**config.mk**
```make
export PLATFORM = sky130hd
export DESIGN_NAME = jk_bank_sched
export DESIGN_NICKNAME = d
export VERILOG_FILES = /design/src/rtl/jk_pkg.sv /design/src/rtl/jk_cell.sv /design/src/rtl/jk_bank_sched.sv
export SDC_FILE = /design/constraint.sdc
export NUM_CORES = 1
export LEC_CHECK = 0
export ABC_AREA = 1
export BUFFER_PORTS_ARGS = -buffer_cell sky130_fd_sc_hd__buf_2
export CAP_MARGIN = 20
export CORE_MARGIN = 2
export CORE_UTILIZATION = 35
export CTS_BUF_LIST = sky130_fd_sc_hd__clkbuf_4 sky130_fd_sc_hd__clkbuf_8
export CTS_CLUSTER_DIAMETER = 30
export DETAILED_ROUTE_END_ITERATION = 16
export PLACE_DENSITY_LB_ADDON = 0.12
export SLEW_MARGIN = 5
export SYNTH_ARGS = -nofsm -noshare
export SYNTH_HDL_FRONTEND = slang
export SYNTH_SLANG_ARGS = --single-unit
```
**constraint.sdc**
```tcl
create_clock -name clk -period 2.5 [get_ports clk]
set_input_delay 0.125 -clock clk [delete_from_list [all_inputs] [get_ports clk]]
set_output_delay 0.125 -clock clk [all_outputs]
set_load 0.01 [all_outputs]
```
**src/rtl/jk_pkg.sv**
```systemverilog
// Shared types for the JK bank scheduler: command encoding and FSM states.
package jk_pkg;

   typedef logic [1:0] op_t;

   localparam op_t OP_HOLD = 2'b00;
   localparam op_t OP_CLR  = 2'b01;
   localparam op_t OP_SET  = 2'b10;
   localparam op_t OP_TGL  = 2'b11;

   typedef enum logic [1:0] {
      ST_IDLE  = 2'd0,
      ST_DRIVE = 2'd1,
      ST_DONE  = 2'd2
   } state_t;

endpackage

```
**src/rtl/jk_cell.sv**
```systemverilog
// One rising-edge JK flip-flop bit with synchronous active-low reset.
module jk_cell (
   input  logic clk,
   input  logic rst_n,
   input  logic j,
   input  logic k,
   output logic q
);

   always_ff @(posedge clk) begin
      if (!rst_n) begin
         q <= 1'b0;
      end else begin
         case ({j, k})
            2'b01:   q <= 1'b0;
            2'b10:   q <= 1'b1;
            2'b11:   q <= ~q;
            default: q <= q;
         endcase
      end
   end

endmodule

```
**src/rtl/jk_bank_sched.sv**
```systemverilog
// Round-robin scheduler that lets NREQ requesters take turns driving a shared
// W-bit JK flip-flop bank, one IDLE->DRIVE->DONE command at a time.
module jk_bank_sched
   import jk_pkg::*;
#(
   parameter int NREQ = 4,
   parameter int W    = 4
) (
   input  logic              clk,
   input  logic              rst_n,
   input  logic [NREQ-1:0]   req,
   input  logic [2*NREQ-1:0] op,
   input  logic [W*NREQ-1:0] mask,
   output logic [NREQ-1:0]   gnt,
   output logic              done,
   output logic [W-1:0]      j,
   output logic [W-1:0]      k,
   output logic [W-1:0]      q
);

   localparam int IW = (NREQ > 1) ? $clog2(NREQ) : 1;

   state_t          state;
   logic [IW-1:0]   ptr;
   logic [IW-1:0]   win;
   op_t             lat_op;
   logic [W-1:0]    lat_mask;

   logic            any_req;
   logic            found;
   logic [IW-1:0]   cand;
   logic [IW-1:0]   win_nxt;
   op_t             op_sel;
   logic [W-1:0]    mask_sel;

   // Search upward from the pointer with wrap-around; first active req wins.
   always_comb begin
      any_req  = |req;
      found    = 1'b0;
      cand     = '0;
      win_nxt  = ptr;
      op_sel   = OP_HOLD;
      mask_sel = '0;
      for (int o = 0; o < NREQ; o++) begin
         cand = IW'((int'(ptr) + o) % NREQ);
         if (!found && req[cand]) begin
            found   = 1'b1;
            win_nxt = cand;
         end
      end
      for (int i = 0; i < NREQ; i++) begin
         if (win_nxt == IW'(i)) begin
            op_sel   = op[2*i +: 2];
            mask_sel = mask[W*i +: W];
         end
      end
   end

   always_ff @(posedge clk) begin
      if (!rst_n) begin
         state    <= ST_IDLE;
         ptr      <= '0;
         win      <= '0;
         lat_op   <= OP_HOLD;
         lat_mask <= '0;
      end else begin
         case (state)
            ST_IDLE: begin
               if (any_req) begin
                  state    <= ST_DRIVE;
                  win      <= win_nxt;
                  lat_op   <= op_sel;
                  lat_mask <= mask_sel;
                  ptr      <= (int'(win_nxt) == NREQ - 1) ? '0 : win_nxt + 1'b1;
               end
            end
            ST_DRIVE: state <= ST_DONE;
            default:  state <= ST_IDLE;
         endcase
      end
   end

   // Outputs are pure decodes of the registered state, so reset clears them too.
   always_comb begin
      gnt  = '0;
      j    = '0;
      k    = '0;
      done = (state == ST_DONE);
      if (state == ST_DRIVE) begin
         for (int i = 0; i < NREQ; i++) begin
            gnt[i] = (win == IW'(i));
         end
         case (lat_op)
            OP_CLR: k = lat_mask;
            OP_SET: j = lat_mask;
            OP_TGL: begin
               j = lat_mask;
               k = lat_mask;
            end
            default: begin
               j = '0;
               k = '0;
            end
         endcase
      end
   end

   for (genvar b = 0; b < W; b++) begin : g_bank
      jk_cell u_cell (
         .clk   (clk),
         .rst_n (rst_n),
         .j     (j[b]),
         .k     (k[b]),
         .q     (q[b])
      );
   end

endmodule

```
==> impl_metrics.yaml <==
critical_path:
  crit_path_start_kind: "register"
  worst_setup_path_end_kind: "register"
  ff2ff_path_depth: 16
  crit_path_start: "ptr[0]"
  crit_arrival_ps: 2410
  path_class: "reg2reg"
  worst-path-max-fanout: 10
  required_ps: 2680
  r2r-start: "ptr[0]"
  r2r_setup_slack_ps: 280
  r2r-end: "lat_mask[0]"
floorplanning:
  rows: 21
  fp.dieW_um: 63.10
  die_y_um: 63.10
  initial_utilization: 0.3663
  fp.dieArea_mm2: 0.003982
  coreArea_mm2: 0.003337
  ios: 47
sta:
  setup_viol: 0
  tightest_slew_ps: 384.1
  post-route-period-util: 0.8893
  max_freq_mhz: 449.8
  slew_violations: 0
  grt_setup_unrepaired: "no"
  period_minus_slack_ps: 2223
  timing.slew.headroom: 0.7433
  finClkSkew_ps: 6.152
  tns_ps: 0
  hold_viol: 0
power_and_ir_drop:
  power_switching_uw: 741.0
  power_uw: 1499
  p_sw_frac: 0.4942
  p_int_uw: 758.4
  leakage_uw: 0.0007603
  power_density_mw_per_mm2: 1027
  pwr-share-comb: 0.633
  p_clk_frac: 0.115
  vdd.ir_drop.worst_v: 0.0005887
  seq_power_share: 0.252
logic_synthesis:
  yosysSeqAreaShare: 0.2620
  synthCells: 195
  netlist_area_mm2: 0.001222
  synth_fp_nets: 229
  synth_area_per_cell_um2: 6.269
  ys_seq_elements: 16
  synthDistinctLibCells: 25
  yosys_warnings: 0
clock_network:
  cts_made_buffers: 3
  cts_tree: "done"
  holdBufCountCts: 0
  clk_path_buf_depth: 2
  clk_pin_slew_ps: 100
  clk_latency_ps: 280
  cts_root_buffer: "clkbuf_4"
  clock_sinks: 16
  htree_levels: 1
detailed_routing:
  drt_iter0_drc: 49
  avgRoutedWirePerCell_um: 10.25
  route.detailed.drc: 0
  vias: 1251
  postRouteAntennaNets: 0
  drtPass1Iterations: 4
  routed_wl_mm: 2.838
  viasPerCell: 4.516
job:
  max_cap_violations: 0
final_layout:
  layout-drive-gt1-share: 0.2987
  area_growth_pct: 19.45
  post-route-util: 0.4376
  nFillCells: 378
  multiInputGateArea_um2: 704.4
  antenna_cells: 0
  seq_area_um2: 322.8
  final_cell_area_mm2: 0.001460
  fin_nets: 266
placement:
  detailed_place.area_mm2: 0.001414
  hpwl_mm: 2.227
  io_buffers: 46
  gp_congestion: 0.7521
grt:
  grt_first_pass_wirelength_mm: 4.830
  grt.overflow.total: 0
  grt_util_all_layers: 0.1467
  grt_pass1_vias: 1094
  antenna_found_initial: 0
  grt_max_degree: 15
min_path:
  min_path_type: "in2reg"
  min_to: "lat_op[0]"
  min_path_cells: 3
  hp-start: "op[6]"
outcome:
  status: "finished, final reports clean"
[cell usage in the layout, fill, tap and decap left out]
cell,n
nand2_2,4
dfxtp_2,2
nor2_4,1
inv_1,19
dfxtp_1,14
a21oi_1,18
clkbuf_8,1
nand4_1,1
o21ai_1,6
o21ai_0,13
a21oi_2,1
nor4_1,1
nand3_2,3
a22oi_1,6
clkbuf_4,3
buf_4,3
nor2_1,3
ha_1,4
nor3_1,13
nor2_2,1
nand2_1,59
buf_2,46
o211ai_2,1
inv_2,3
nand3_1,4
clkinv_1,1
[logic make-up after synthesis]
logic type               Yosys count  synth area share
AO/OA/AOI/OAI                     45            0.2057
adder cells (fa/ha/maj)            4           0.04094
buffers and inverters             40            0.1679
flip-flops                        16            0.2620
AND/OR/NAND/NOR                   90            0.3234
[worst max-delay path by stage]
stage,end,slack [ps],cells after the start
after floorplan,lat_mask[0],340,16
after global placement,lat_mask[0],40,15
after detailed placement,lat_mask[0],30,16
after CTS,lat_mask[0],80,16
after global routing,lat_mask[1],30,18
final,lat_mask[0],280,16
[sequential cells by signal (all words and copies together) (netlist names)]
register / cells
lat_op: 2
g_bank.u_cell.q: 4
state: 2
win: 2
lat_mask: 4
ptr: 2
[cell type report]
class / instances / share of cell area
Clock buffer: 4 / 0.02485
Inverter: 23 / 0.05913
Sequential cell: 16 / 0.2211
Tap cell: 46 / 0.03942
Timing Repair Buffer: 49 / 0.1731
Multi-Input combinational cell: 139 / 0.4824
[stage by stage]
step	setup slack [ps]	hold WS, ps	std cells
floorplan	336.0	263.4	195
global placement	35.74	401.0	273
detailed placement	27.72	406.2	273
CTS	84.83	102.6	277
global route	30.30	97.03	277
finish	276.8	102.5	277
[metal layers]
metal  part of all wire  vias to the layer above  GRT usage
li1                   -                      696          -
met1               0.53                      510     0.2159
met2               0.39                       43     0.2128
met3              0.063                        2    0.02679
met4             0.0081                        0    0.05000
met5                  0                        -          0
[synth_stat cells, drive strengths merged]
| library cell | instances | area [um2] |
|---|---|---|
| dfxtp | 16 | 320.3 |
| nor3 | 13 | 65.06 |
| nor2 | 5 | 21.27 |
| clkbuf | 3 | 12.51 |
| ha | 4 | 50.05 |
| a22oi | 6 | 45.04 |
| buf | 14 | 106.4 |
| a21oi | 19 | 98.85 |
| o21ai | 19 | 95.09 |
| clkinv | 1 | 3.750 |
| nand3 | 7 | 50.05 |
| o211ai | 1 | 12.51 |
| nor4 | 1 | 6.260 |
| nand2 | 63 | 246.5 |
| nand4 | 1 | 6.260 |
| inv | 22 | 82.58 |
[power by group through the flow]
stage | clock network (uW) | registers, uW | logic (uW)
after floorplan | 0 | 369 | 704
after global placement | 0 | 384 | 902
after detailed placement | 0 | 381 | 897
after CTS | 177 | 376 | 915
after global routing | 190 | 390 | 1090
final | 172 | 378 | 950
[repair_timing]
action	4_1_cts	5_1_grt
resized for setup	1	8
pin swaps	0	1
endpoints found under the setup margin	2	6
cloned	0	0
setup buffers	0	0
[critical path: stages (launching register included)]
cell and delay [ps]:
dfxtp_2 370, buf_4 170, nand2_1 70, nand2_2 100
nand2_1 60, o21ai_1 90, nand2_1 80, nor2_2 90
nand2_1 80, nand2_1 120, inv_1 70, ha_1 240
buf_4 170, a22oi_1 160, o21ai_1 90, nand2_1 90
a21oi_1 60
(Power assumes the default switching activity.)
